$ cat config.mk
export PLATFORM = sky130hd
export DESIGN_NAME = heater_plant
export DESIGN_NICKNAME = d
export VERILOG_FILES = /design/src/rtl/heater_pkg.sv /design/src/rtl/heater_thermal_model.sv /design/src/rtl/heater_plant.sv
export SDC_FILE = /design/constraint.sdc
export NUM_CORES = 1
export LEC_CHECK = 0
export CAP_MARGIN = 20
export CORE_ASPECT_RATIO = 0.9
export CORE_MARGIN = 2
export CORE_UTILIZATION = 60
export CTS_CLUSTER_DIAMETER = 200
export CTS_CLUSTER_SIZE = 20
export DETAILED_ROUTE_END_ITERATION = 16
export PLACE_DENSITY = 0.85
export SLEW_MARGIN = 20
export SYNTH_ARGS = -nofsm -noshare
export SYNTH_HDL_FRONTEND = slang
export SYNTH_SLANG_ARGS = --single-unit
$ cat constraint.sdc
create_clock -name clk -period 3.6 [get_ports clk]
set_input_delay 0.36 -clock clk [delete_from_list [all_inputs] [get_ports clk]]
set_output_delay 0.36 -clock clk [all_outputs]
set_load 0.02 [all_outputs]
$ cat src/rtl/heater_pkg.sv
// Shared types and default constants for the heater plant and its controller.
package heater_pkg;

    localparam int TEMP_W_DEF   = 12;
    localparam int AMBIENT_DEF  = 200;
    localparam int TEMP_MAX_DEF = 1000;

    // Temperature in 0.1 degC steps at the default width.
    typedef logic [TEMP_W_DEF-1:0] temp_t;

    typedef enum logic [1:0] {
        IDLE,
        CONVERT,
        RESP,
        DEAD
    } sens_state_e;

endpackage

$ cat src/rtl/heater_thermal_model.sv
// Tick divider plus saturating first-order integrator that turns the heater
// drive into a modelled temperature.
module heater_thermal_model #(
    parameter int TEMP_W    = 12,
    parameter int AMBIENT   = 200,
    parameter int TEMP_MAX  = 1000,
    parameter int HEAT_STEP = 3,
    parameter int COOL_STEP = 1,
    parameter int TICK_DIV  = 10
) (
    input  logic              clk,
    input  logic              reset,
    input  logic              heat_on_i,
    output logic [TEMP_W-1:0] temp_o
);

    localparam int CNT_W   = $clog2(TICK_DIV);
    localparam int TEMP_W1 = TEMP_W + 1;

    localparam logic [CNT_W-1:0]   CNT_LAST = CNT_W'(TICK_DIV - 1);
    localparam logic [TEMP_W1-1:0] MAX_X    = TEMP_W1'(TEMP_MAX);
    localparam logic [TEMP_W1-1:0] AMB_X    = TEMP_W1'(AMBIENT);
    localparam logic [TEMP_W1-1:0] UP_X     = TEMP_W1'(HEAT_STEP);
    localparam logic [TEMP_W1-1:0] DN_X     = TEMP_W1'(COOL_STEP);
    localparam logic [TEMP_W-1:0]  MAX_T    = TEMP_W'(TEMP_MAX);
    localparam logic [TEMP_W-1:0]  AMB_T    = TEMP_W'(AMBIENT);

    logic [CNT_W-1:0]   cnt_q, cnt_d;
    logic [TEMP_W-1:0]  temp_q, temp_d;
    logic [TEMP_W1-1:0] sum, diff;
    logic               tick;

    // The extra bit on sum/diff catches both overshoot and borrow, so the
    // clamp never sees a wrapped value.
    always_comb begin
        tick   = (cnt_q == CNT_LAST);
        cnt_d  = tick ? '0 : cnt_q + CNT_W'(1);
        sum    = {1'b0, temp_q} + UP_X;
        diff   = {1'b0, temp_q} - DN_X;
        temp_d = temp_q;
        if (tick) begin
            if (heat_on_i) begin
                temp_d = (sum > MAX_X) ? MAX_T : sum[TEMP_W-1:0];
            end else begin
                temp_d = (diff[TEMP_W] || (diff < AMB_X)) ? AMB_T : diff[TEMP_W-1:0];
            end
        end
    end

    always_ff @(posedge clk) begin
        if (reset) begin
            cnt_q  <= '0;
            temp_q <= AMB_T;
        end else begin
            cnt_q  <= cnt_d;
            temp_q <= temp_d;
        end
    end

    assign temp_o = temp_q;

endmodule

$ cat src/rtl/heater_plant.sv
// Thermal plant and temperature-sensor responder with stuck/dead sensor
// fault injection, facing the heater controller's actuator/sensor port.
module heater_plant
    import heater_pkg::*;
#(
    parameter int TEMP_W    = TEMP_W_DEF,
    parameter int AMBIENT   = AMBIENT_DEF,
    parameter int TEMP_MAX  = TEMP_MAX_DEF,
    parameter int HEAT_STEP = 3,
    parameter int COOL_STEP = 1,
    parameter int TICK_DIV  = 10,
    parameter int SENSE_LAT = 4
) (
    input  logic              clk,
    input  logic              reset,
    input  logic              heat_on,
    input  logic              samp_req,
    output logic              samp_valid,
    output logic [TEMP_W-1:0] samp_temp,
    output logic              busy,
    input  logic              fault_stuck,
    input  logic              fault_dead,
    output logic [TEMP_W-1:0] temp_now
);

    if (!((AMBIENT <= TEMP_MAX) && (TEMP_MAX < (2 ** TEMP_W)))) begin : g_bad_range
        $error("heater_plant: need AMBIENT <= TEMP_MAX < 2**TEMP_W");
    end
    if ((TICK_DIV < 2) || (SENSE_LAT < 1)) begin : g_bad_timing
        $error("heater_plant: need TICK_DIV >= 2 and SENSE_LAT >= 1");
    end

    localparam int LAT_W = (SENSE_LAT > 1) ? $clog2(SENSE_LAT) : 1;
    localparam logic [LAT_W-1:0]  LAT_INIT = LAT_W'(SENSE_LAT - 1);
    localparam logic [TEMP_W-1:0] AMB_T    = TEMP_W'(AMBIENT);

    heater_thermal_model #(
        .TEMP_W   (TEMP_W),
        .AMBIENT  (AMBIENT),
        .TEMP_MAX (TEMP_MAX),
        .HEAT_STEP(HEAT_STEP),
        .COOL_STEP(COOL_STEP),
        .TICK_DIV (TICK_DIV)
    ) u_thermal (
        .clk      (clk),
        .reset    (reset),
        .heat_on_i(heat_on),
        .temp_o   (temp_now)
    );

    sens_state_e       state_q, state_d;
    logic [LAT_W-1:0]  lat_q, lat_d;
    logic [TEMP_W-1:0] cap_q, cap_d;
    logic [TEMP_W-1:0] frozen_q, frozen_d;
    logic [TEMP_W-1:0] stemp_q, stemp_d;

    always_ff @(posedge clk) begin
        if (reset) begin
            state_q  <= IDLE;
            lat_q    <= '0;
            cap_q    <= '0;
            frozen_q <= AMB_T;
            stemp_q  <= '0;
        end else begin
            state_q  <= state_d;
            lat_q    <= lat_d;
            cap_q    <= cap_d;
            frozen_q <= frozen_d;
            stemp_q  <= stemp_d;
        end
    end

    // samp_temp is loaded on the way into RESP so it is valid alongside
    // samp_valid and then simply holds until the next response.
    always_comb begin
        state_d    = state_q;
        lat_d      = lat_q;
        cap_d      = cap_q;
        stemp_d    = stemp_q;
        frozen_d   = fault_stuck ? frozen_q : temp_now;
        busy       = 1'b0;
        samp_valid = 1'b0;
        case (state_q)
            IDLE: begin
                if (samp_req) begin
                    cap_d   = fault_stuck ? frozen_q : temp_now;
                    lat_d   = LAT_INIT;
                    state_d = CONVERT;
                end
            end
            CONVERT: begin
                busy = 1'b1;
                if (lat_q == '0) begin
                    if (fault_dead) begin
                        state_d = DEAD;
                    end else begin
                        state_d = RESP;
                        stemp_d = cap_q;
                    end
                end else begin
                    lat_d = lat_q - LAT_W'(1);
                end
            end
            RESP: begin
                samp_valid = 1'b1;
                state_d    = IDLE;
            end
            DEAD: begin
                busy = 1'b1;
                if (!fault_dead) begin
                    state_d = IDLE;
                end
            end
            default: state_d = IDLE;
        endcase
    end

    assign samp_temp = stemp_q;

endmodule

==> results list, run 1 <==
- In this run the worst setup path terminates at u_thermal.temp_o[5]$_SDFFE_PP0P_.
* Maximum fanout along the worst path: 10
- Data on the critical path is required at its endpoint by 3.80 ns.
- After detailed routing, the average wire length per cell comes to 14.0 um.
* Number of cells on the critical path: 9
- Before CTS, the worst setup slack after placement is about 0.86 ns.
* Run status: complete, no violations
- Share of layout cells above drive strength 1: 6.29%
* Post-synthesis sequential area ratio: 40.4%
- The floorplan step defined a die boundary enclosing 0.00519 mm2.
- Static timing analysis puts the maximum clock frequency at 0.362 GHz.
* Filler instances: roughly 370
- The number of pins with negative max-slew slack in the final report is 0.
* Synthesized area: 0.00278 mm2
- In this run the remaining antenna-violating nets after routing total 0.
- Cells fill 71.3% of the core in the end.
- Remaining routing DRC violations: 0
- Syn Nets: 344
- Summed over all cells, the static leakage comes to 1.11 nW.
- Worst-case register-to-register setup slack: 0.84 ns
- Number of antenna violations at the first check in global routing: 0
* Clock Path Buffers: 2
- TritonCTS buffer count: 5
- Via count: 2,384
* Pwr/cell area: 360 mW/mm2
* Via density per instance: 5.79
- The floorplan has 23 rows.
- Port buffering added 31 buffers.
- The number of global-route vias before repair came to approximately 2k.
- Max cap viols: 0
* Crit path arrival time: 2.97 ns
- In the final layout, flip-flops and latches occupy 0.00112 mm2.
* TritonCTS clock tree: built
- In this run, post-CTS repair resized a total of 0 instances.
- At the pin with the least slew margin, the transition time is 0.715 ns.
- Number of distinct library cells after synthesis: between 50 and 60
- Post-CTS Setup Bufs: 0
- The detailed router finished its first iteration with 117 violations.
- Critical Path, Cell by Cell: inv_1 -> ha_1 -> nand4b_1 -> a2111oi_0 -> a21oi_1 -> a41oi_4 -> a31oi_1 -> a211oi_1 -> nor2_1
- The routed design has 5780 um of wire.
* Min Clock Period, post-route: 2.76 ns
- Measured along the x axis, the die boundary spans 75.7 um.
- Final clock period utilization by the worst path: 76.7%
- Reg-to-Reg End: u_thermal.temp_o[5]$_SDFFE_PP0P_
- Type of the setup path with the least slack: reg2reg
- From synthesis to final layout, the design area changed by 14.5%.
- Yosys printed 0 warnings.
* Cell type of the slowest stage on the worst timing path: dfxtp_1
- The hold violation total from the final report came to 0.
- The library cell used most frequently in the layout, excluding fill and tap cells, is dfxtp_1.
- In the layout the commonest cells are dfxtp_1 (56), nor2_1 (50), nand2_1 (42), clkdlybuf4s50_1 (31), a21oi_1 (25).
- Buffers inserted to repair hold after CTS numbered 0.
* Clock skew: 0.00284 ns
- Estimated wirelength of the detail-placed design: 4100 um
- Worst setup margin: about 0.84 ns
* Area occupied by multi-input gates: about 0.0015 mm2
- The first global-routing pass estimated 9410 um of wire.
- Pin count of the biggest net entering global routing: 42
- Synth Flop Type: dfxtp_1
- Launch instance of the worst register-to-register path: u_thermal.temp_o[0]$_SDFFE_PP0P_
* Router iterations before antenna repair: 4
- Flip-flop and latch count after synthesis: 56
* Clock sink total: 56
- Yosys mapped a number of flops with a built-in enable equal to 0.
- In the synthesized netlist, the number of instances is 333.
- The net count of the finished layout is 360.
- Syn_area_per_cell: between 8 and 9 um2
* Launching instance or port of the critical path: u_thermal.temp_o[0]$_SDFFE_PP0P_
- In this run the count of I/O pins placed on the die edge is 32.
* Critical path buffer and inverter count: 1
- 0 antenna diodes ended up in the layout.
* CTS H-Tree Depth: 2
- Once the floorplan was initialized, standard cells occupied 62.3% of the core.
* Async S/R FF share, synth: 0%
- After layout, the design draws a total of 0.00115 W.
- Worst hold-check path type: reg2reg
- Kind of launch point of the worst setup path: register
* Core box area: 0.00446 mm2
- Setup violations remaining at the end of the flow were counted as 0.
* Largest stage delay on the critical path: 0.56 ns
- Clock-pin slew was measured on the worst setup and hold paths at 0.10 ns.
* Maximum VDD drop: between 0.3 and 0.4 mV
- Die outline height: 68.6 um
* Largest delay share family, worst path: compound AO/OA/AOI/OAI gates
- Overflow after GRT: 0
- Root buffer selected by CTS: clkbuf_8
* Kind of capture point of the worst setup path: register
* Clock network latency to the later pin of the worst-skew pair: about 0.31 ns
* Worst slew margin relative to its limit: 52.2%
- Unrepaired setup endpoints after global routing: false
* GPL Wtd Cong: ~0.9
- For this run, the total global-route usage over all layers was measured as between 20% and 30%.
* Depth of the worst register-to-register path: 9
- Setup total negative slack on the finished layout was measured at 0 ns.
routing by layer:
layer | global-route usage [%] | vias up | part of all wire [%]
li1 | - | 1194 | -
met1 | 31.4 | 1111 | 48
met2 | 37.5 | 65 | 44
met3 | 6.54 | 14 | 5.7
met4 | 8.11 | 0 | 2.3
met5 | 0 | - | 0
worst min-delay path by stage:
stage | cells after the start | slack [ns] | from | to
finish | 2 | 0.46 | cap_q[9]$_SDFFE_PP0P_ | samp_temp[9]$_SDFFE_PP0P_
global route | 2 | 0.48 | cap_q[10]$_SDFFE_PP0P_ | samp_temp[10]$_SDFFE_PP0P_
CTS | 2 | 0.46 | cap_q[9]$_SDFFE_PP0P_ | samp_temp[9]$_SDFFE_PP0P_
detailed placement | 2 | 0.45 | cap_q[9]$_SDFFE_PP0P_ | samp_temp[9]$_SDFFE_PP0P_
global placement | 2 | 0.44 | cap_q[8]$_SDFFE_PP0P_ | samp_temp[8]$_SDFFE_PP0P_
floorplan | 2 | 0.43 | cap_q[0]$_SDFFE_PP0P_ | samp_temp[0]$_SDFFE_PP0P_
worst reg2reg max path, cell delays in order (launching register included):
cell and delay [ns]:
dfxtp_1 0.56, inv_1 0.09, ha_1 0.31, nand4b_1 0.37, a2111oi_0 0.42, a21oi_1 0.16, a41oi_4 0.32, a31oi_1 0.12
a211oi_1 0.23, nor2_1 0.06
final cells by class:
cell class | instances | area share (%)
Tap cell | 62 | 2.44
Timing Repair Buffer | 33 | 10.2
Clock buffer | 6 | 2.28
Clock inverter | 2 | 0.512
Sequential cell | 56 | 35.3
Inverter | 10 | 1.18
Multi-Input combinational cell | 243 | 48.1
synth_stat cells, types with 2 or more instances:
| cell | count | share of area, % |
|---|---|---|
| or2_2 | 2 | 0.45 |
| buf_2 | 6 | 1.1 |
| a21o_1 | 2 | 0.54 |
| o31ai_1 | 2 | 0.54 |
| a2111oi_0 | 2 | 0.63 |
| nor3b_1 | 6 | 1.6 |
| mux2i_1 | 14 | 5.0 |
| nand3_1 | 3 | 0.54 |
| inv_1 | 10 | 1.4 |
| nand2b_1 | 7 | 1.6 |
| a21boi_0 | 2 | 0.54 |
| dfxtp_1 | 56 | 40 |
| o21ai_1 | 3 | 0.54 |
| a211oi_1 | 16 | 4.3 |
| clkbuf_1 | 16 | 2.2 |
| nand2_1 | 42 | 5.7 |
| and4b_1 | 2 | 0.72 |
| nor3_1 | 8 | 1.4 |
| o22ai_1 | 3 | 0.68 |
| and3_1 | 3 | 0.68 |
| nor2_1 | 50 | 6.8 |
| o21ai_0 | 8 | 1.4 |
| xor2_1 | 2 | 0.63 |
| a21oi_1 | 25 | 4.5 |
| a31oi_1 | 2 | 0.45 |
| xnor2_1 | 6 | 1.9 |
| ha_1 | 5 | 2.3 |
| nor2b_1 | 2 | 0.45 |
per-stage QoR:
step | hold slack, ns | cells | area [um2]
3_3_place_gp | 0.444 | 404 | 3080
5_1_grt | 0.476 | 412 | 3180
2_1_floorplan | 0.432 | 333 | 2780
4_1_cts | 0.461 | 412 | 3170
6_report | 0.458 | 412 | 3180
3_5_place_dp | 0.446 | 404 | 3080
sequential cells by signal, indices dropped and copies added (netlist names):
register,cells
frozen_q,12
samp_temp,12
state_q,2
cap_q,12
u_thermal.cnt_q,4
u_thermal.temp_o,12
lat_q,2
where the power goes:
part,switching [W],leakage (nW),total [W],internal [W]
combinational,0.0000745,0.610,0.000130,0.0000559
clock,0.000208,0.0414,0.000347,0.000139
sequential,0.0000238,0.456,0.000669,0.000645
kinds of logic after synthesis:
logic type	synth area share [%]
AO/OA/AOI/OAI	20.8
adder cells (fa/ha/maj)	2.25
buffers and inverters	5.14
multiplexers	5.04
flip-flops	40.4
XOR/XNOR	2.52
AND/OR/NAND/NOR	23.9
Note: power is estimated with default switching activity, not from simulation.
==> run 2, diff against run 1 <==
- CORE_UTILIZATION: 60 -> 50
- PLACE_DENSITY: 0.85 -> 0.75
- clock period: 3.6 -> 2.54 ns (I/O delays scaled with it)
==> run 2 against run 1 <==
  * First-iteration DRC count is 16% lower
  * Worst hold slack better by 0.0016 ns
  * Critical path depth is 1 higher
  * Wire length is 3.8% higher
  * Register-to-register slack worse by 0.69 ns
  * Critical path type unchanged
==> results list, run 2 (synthesis results as in run 1) <==
- First-pass GRT wire length: 9710 um
- The first routing iteration left 98 violations.
* Clock sink total: 56
- Placed cells: 425
- The congestion estimate from routability-driven global placement came to 0.991.
- The first detailed-routing pass took 4 iterations.
- Worst-case register-to-register setup slack: 0.15 ns
- The number of pins with negative max-slew slack in the final report came to 0.
* Overall die area: 0.00617 mm2
* Largest stage delay on the critical path: 0.42 ns
- The worst hold path belongs to the class reg2reg.
- Measured in cells, the most critical reg-to-reg path has a length of 10.
* Share of layout cells above drive strength 1: 12.0%
- The region available for standard cell placement spans ~0.0053 mm2.
- Unrepaired setup endpoints after global routing: false
* Site row count: 25
* Hold-fix buffers at CTS: 0
- The hold violation total from the final report came to 0.
- Width of the die: 82.6 um
* Run status: complete, no violations
- Clock tree synthesis selected as its root buffer the cell clkbuf_8.
- In this run the worst path has a maximum fanout of 9.
- Post-CTS Setup Bufs: 0
- Entering global routing, the biggest net connects 45 pins.
* Ant diodes: 0
- Via density per instance: ~5.5
* Number of antenna violations at the first check in global routing: 0
- Clock network latency to the later pin of the worst-skew pair: about 0.32 ns
- The analysis attributes to cell leakage a power of 1.20 nW.
- In the final timing run, aggregate negative setup slack is 0 ns.
* Final clock period utilization by the worst path: 94.2%
* Remaining antenna violation count: 0
- After layout, the minimum clock period comes to 2.39 ns.
- Filler instances: a little under 500
- Area grow syn2layout: 20.4%
- Area occupied by multi-input gates: 0.00155 mm2
- TritonCTS buffer count: 5
- STA puts the critical path data arrival time at 2.65 ns.
- For this run, the post-layout net count is 376.
- Overflow after GRT: 0
- Static timing analysis puts the maximum clock frequency at between 0.4 and 0.5 GHz.
- Type of the setup path with the least slack: reg2reg
- The critical path starts at u_thermal.temp_o[1]$_SDFFE_PP0P_.
* Clock transition at the registers of the reported paths: 0.10 ns
- Critical path buffer and inverter count: 2
- Reg-to-Reg End: u_thermal.temp_o[7]$_SDFFE_PP1P_
- Initial Utilization: 52.2%
* CTS H-Tree Depth: 2
- Clock skew: 0.00613 ns
- Maximum VDD drop: ~0.25 mV
- Max cap viols: 0
- Pwr/cell area: approximately 490 mW/mm2
* Storage element area: ~0.0011 mm2
* Commonest non-fill, non-tap cells in the layout: dfxtp_1 (54), nor2_1 (50), nand2_1 (42), clkdlybuf4s50_1 (31), a21oi_1 (25)
* End of the critical path: u_thermal.temp_o[7]$_SDFFE_PP1P_
* Final std cells w/o fill: 433
- Largest delay share family, worst path: compound AO/OA/AOI/OAI gates
* Estimated wirelength of the detail-placed design: between 4000 and 5000 um
* Critical path required time: 2.79 ns
- Kind of launch point of the worst setup path: register
* Overall routed net length: 6000 um
- Number of global-route vias before repair: 2,059
* Die outline height: 74.7 um
- Overall Global Routing Usage: slightly above 20%
* Port Buffers: 31
* Clock Path Buffers: 2
* Startpoint of the worst hold path: cap_q[3]$_SDFFE_PP0P_
* Kind of capture point of the worst setup path: register
* Count of boundary I/O pins: 32
- The startpoint identified for the worst register-to-register timing path is u_thermal.temp_o[1]$_SDFFE_PP0P_.
* Critical Path, Cell by Cell: inv_1 -> ha_1 -> buf_6 -> or3b_4 -> o311ai_4 -> o31ai_2 -> a22oi_2 -> a2bb2oi_4 -> o21ai_1 -> a21oi_1
- At the pin with the least slew margin, the transition time is 0.694 ns.
- Cell type of the slowest stage on the worst timing path: or3b_4
- TritonCTS clock tree: built
- Number of setup violations in the final report: 0
- Counting buffers and inverters, the worst setup path is 10 cells deep.
* Via count: 2,364
* Worst slew margin relative to its limit: a little over half
- Most common library cell in the layout ignoring fill and taps: dfxtp_1
- Remaining routing DRC violations: 0
* Routed len/inst: 13.9 um
run 2: cell types whose count changed in the layout (fill, tap and decap cells not counted), sizes merged:
cell / previous run / this run
clkbuf: 6 / 5
inv: 10 / 11
clkinv: 1 / 0
buf: 2 / 18
clkinvlp: 1 / 2
run 2: worst register-to-register path, stage by stage, from the launching register on:
cell	delay, ns
dfxtp_2	0.33
inv_1	0.08
ha_1	0.18
buf_6	0.13
or3b_4	0.42
o311ai_4	0.24
o31ai_2	0.11
a22oi_2	0.31
a2bb2oi_4	0.28
o21ai_1	0.11
a21oi_1	0.15
run 2: power by group:
group          total [W]  switching [W]  leakage, nW  internal, W
Clock           0.000512       0.000311       0.0423     0.000201
Combinational   0.000192       0.000109        0.696    0.0000829
Sequential      0.000942      0.0000275        0.457     0.000914
Total            0.00165       0.000447         1.20      0.00120
run 2: how the worst min path moves through the flow:
stage | endpoint | slack [ns] | cells past startpoint
floorplan | state_q[0]$_SDFFE_PP0P_ | 0.40 | 2
global placement | samp_temp[4]$_SDFFE_PP0P_ | 0.44 | 2
detailed placement | samp_temp[6]$_SDFFE_PP0P_ | 0.45 | 2
CTS | samp_temp[6]$_SDFFE_PP0P_ | 0.46 | 2
global route | samp_temp[11]$_SDFFE_PP0P_ | 0.48 | 2
finish | samp_temp[3]$_SDFFE_PP0P_ | 0.46 | 2
run 2: through the flow:
stage | util (%) | area, um2 | total power [W] | hold WS [ns] | worst slack [ns]
finish | 62.9 | 3340 | 0.00165 | 0.460 | 0.148
global route | 62.9 | 3340 | 0.00173 | 0.480 | 0.0113
detailed placement | 60.4 | 3210 | 0.00115 | 0.446 | 0.149
global placement | 60.4 | 3210 | 0.00115 | 0.442 | 0.197
CTS | 62.2 | 3310 | 0.00166 | 0.461 | 0.123
floorplan | - | 2780 | 0.00110 | 0.398 | 0.0313
run 2: area by class of cell:
cell class | instances | area share, %
well taps | 67 | 2.51
clock inverters | 3 | 0.786
repair buffers | 49 | 13.4
inverters | 10 | 1.12
multi-input cells | 243 | 46.5
flip-flops and latches | 56 | 33.6
clock buffers | 5 | 2.06
run 2: routing by layer:
layer / vias to the layer above / global-route usage [%] / part of all wire (%)
met2: 64 / 31.7 / 45
met4: 0 / 8.20 / 1.0
li1: 1232 / - / -
met5: - / 0 / 0
met1: 1059 / 28.3 / 49
met3: 9 / 4.20 / 4.8
run 2: repair_timing:
| item | 4_1_cts | 5_1_grt |
|---|---|---|
| endpoints found under the hold margin | 0 | 0 |
| resized for setup | 0 | 6 |
| endpoints found under the setup margin | 0 | 5 |
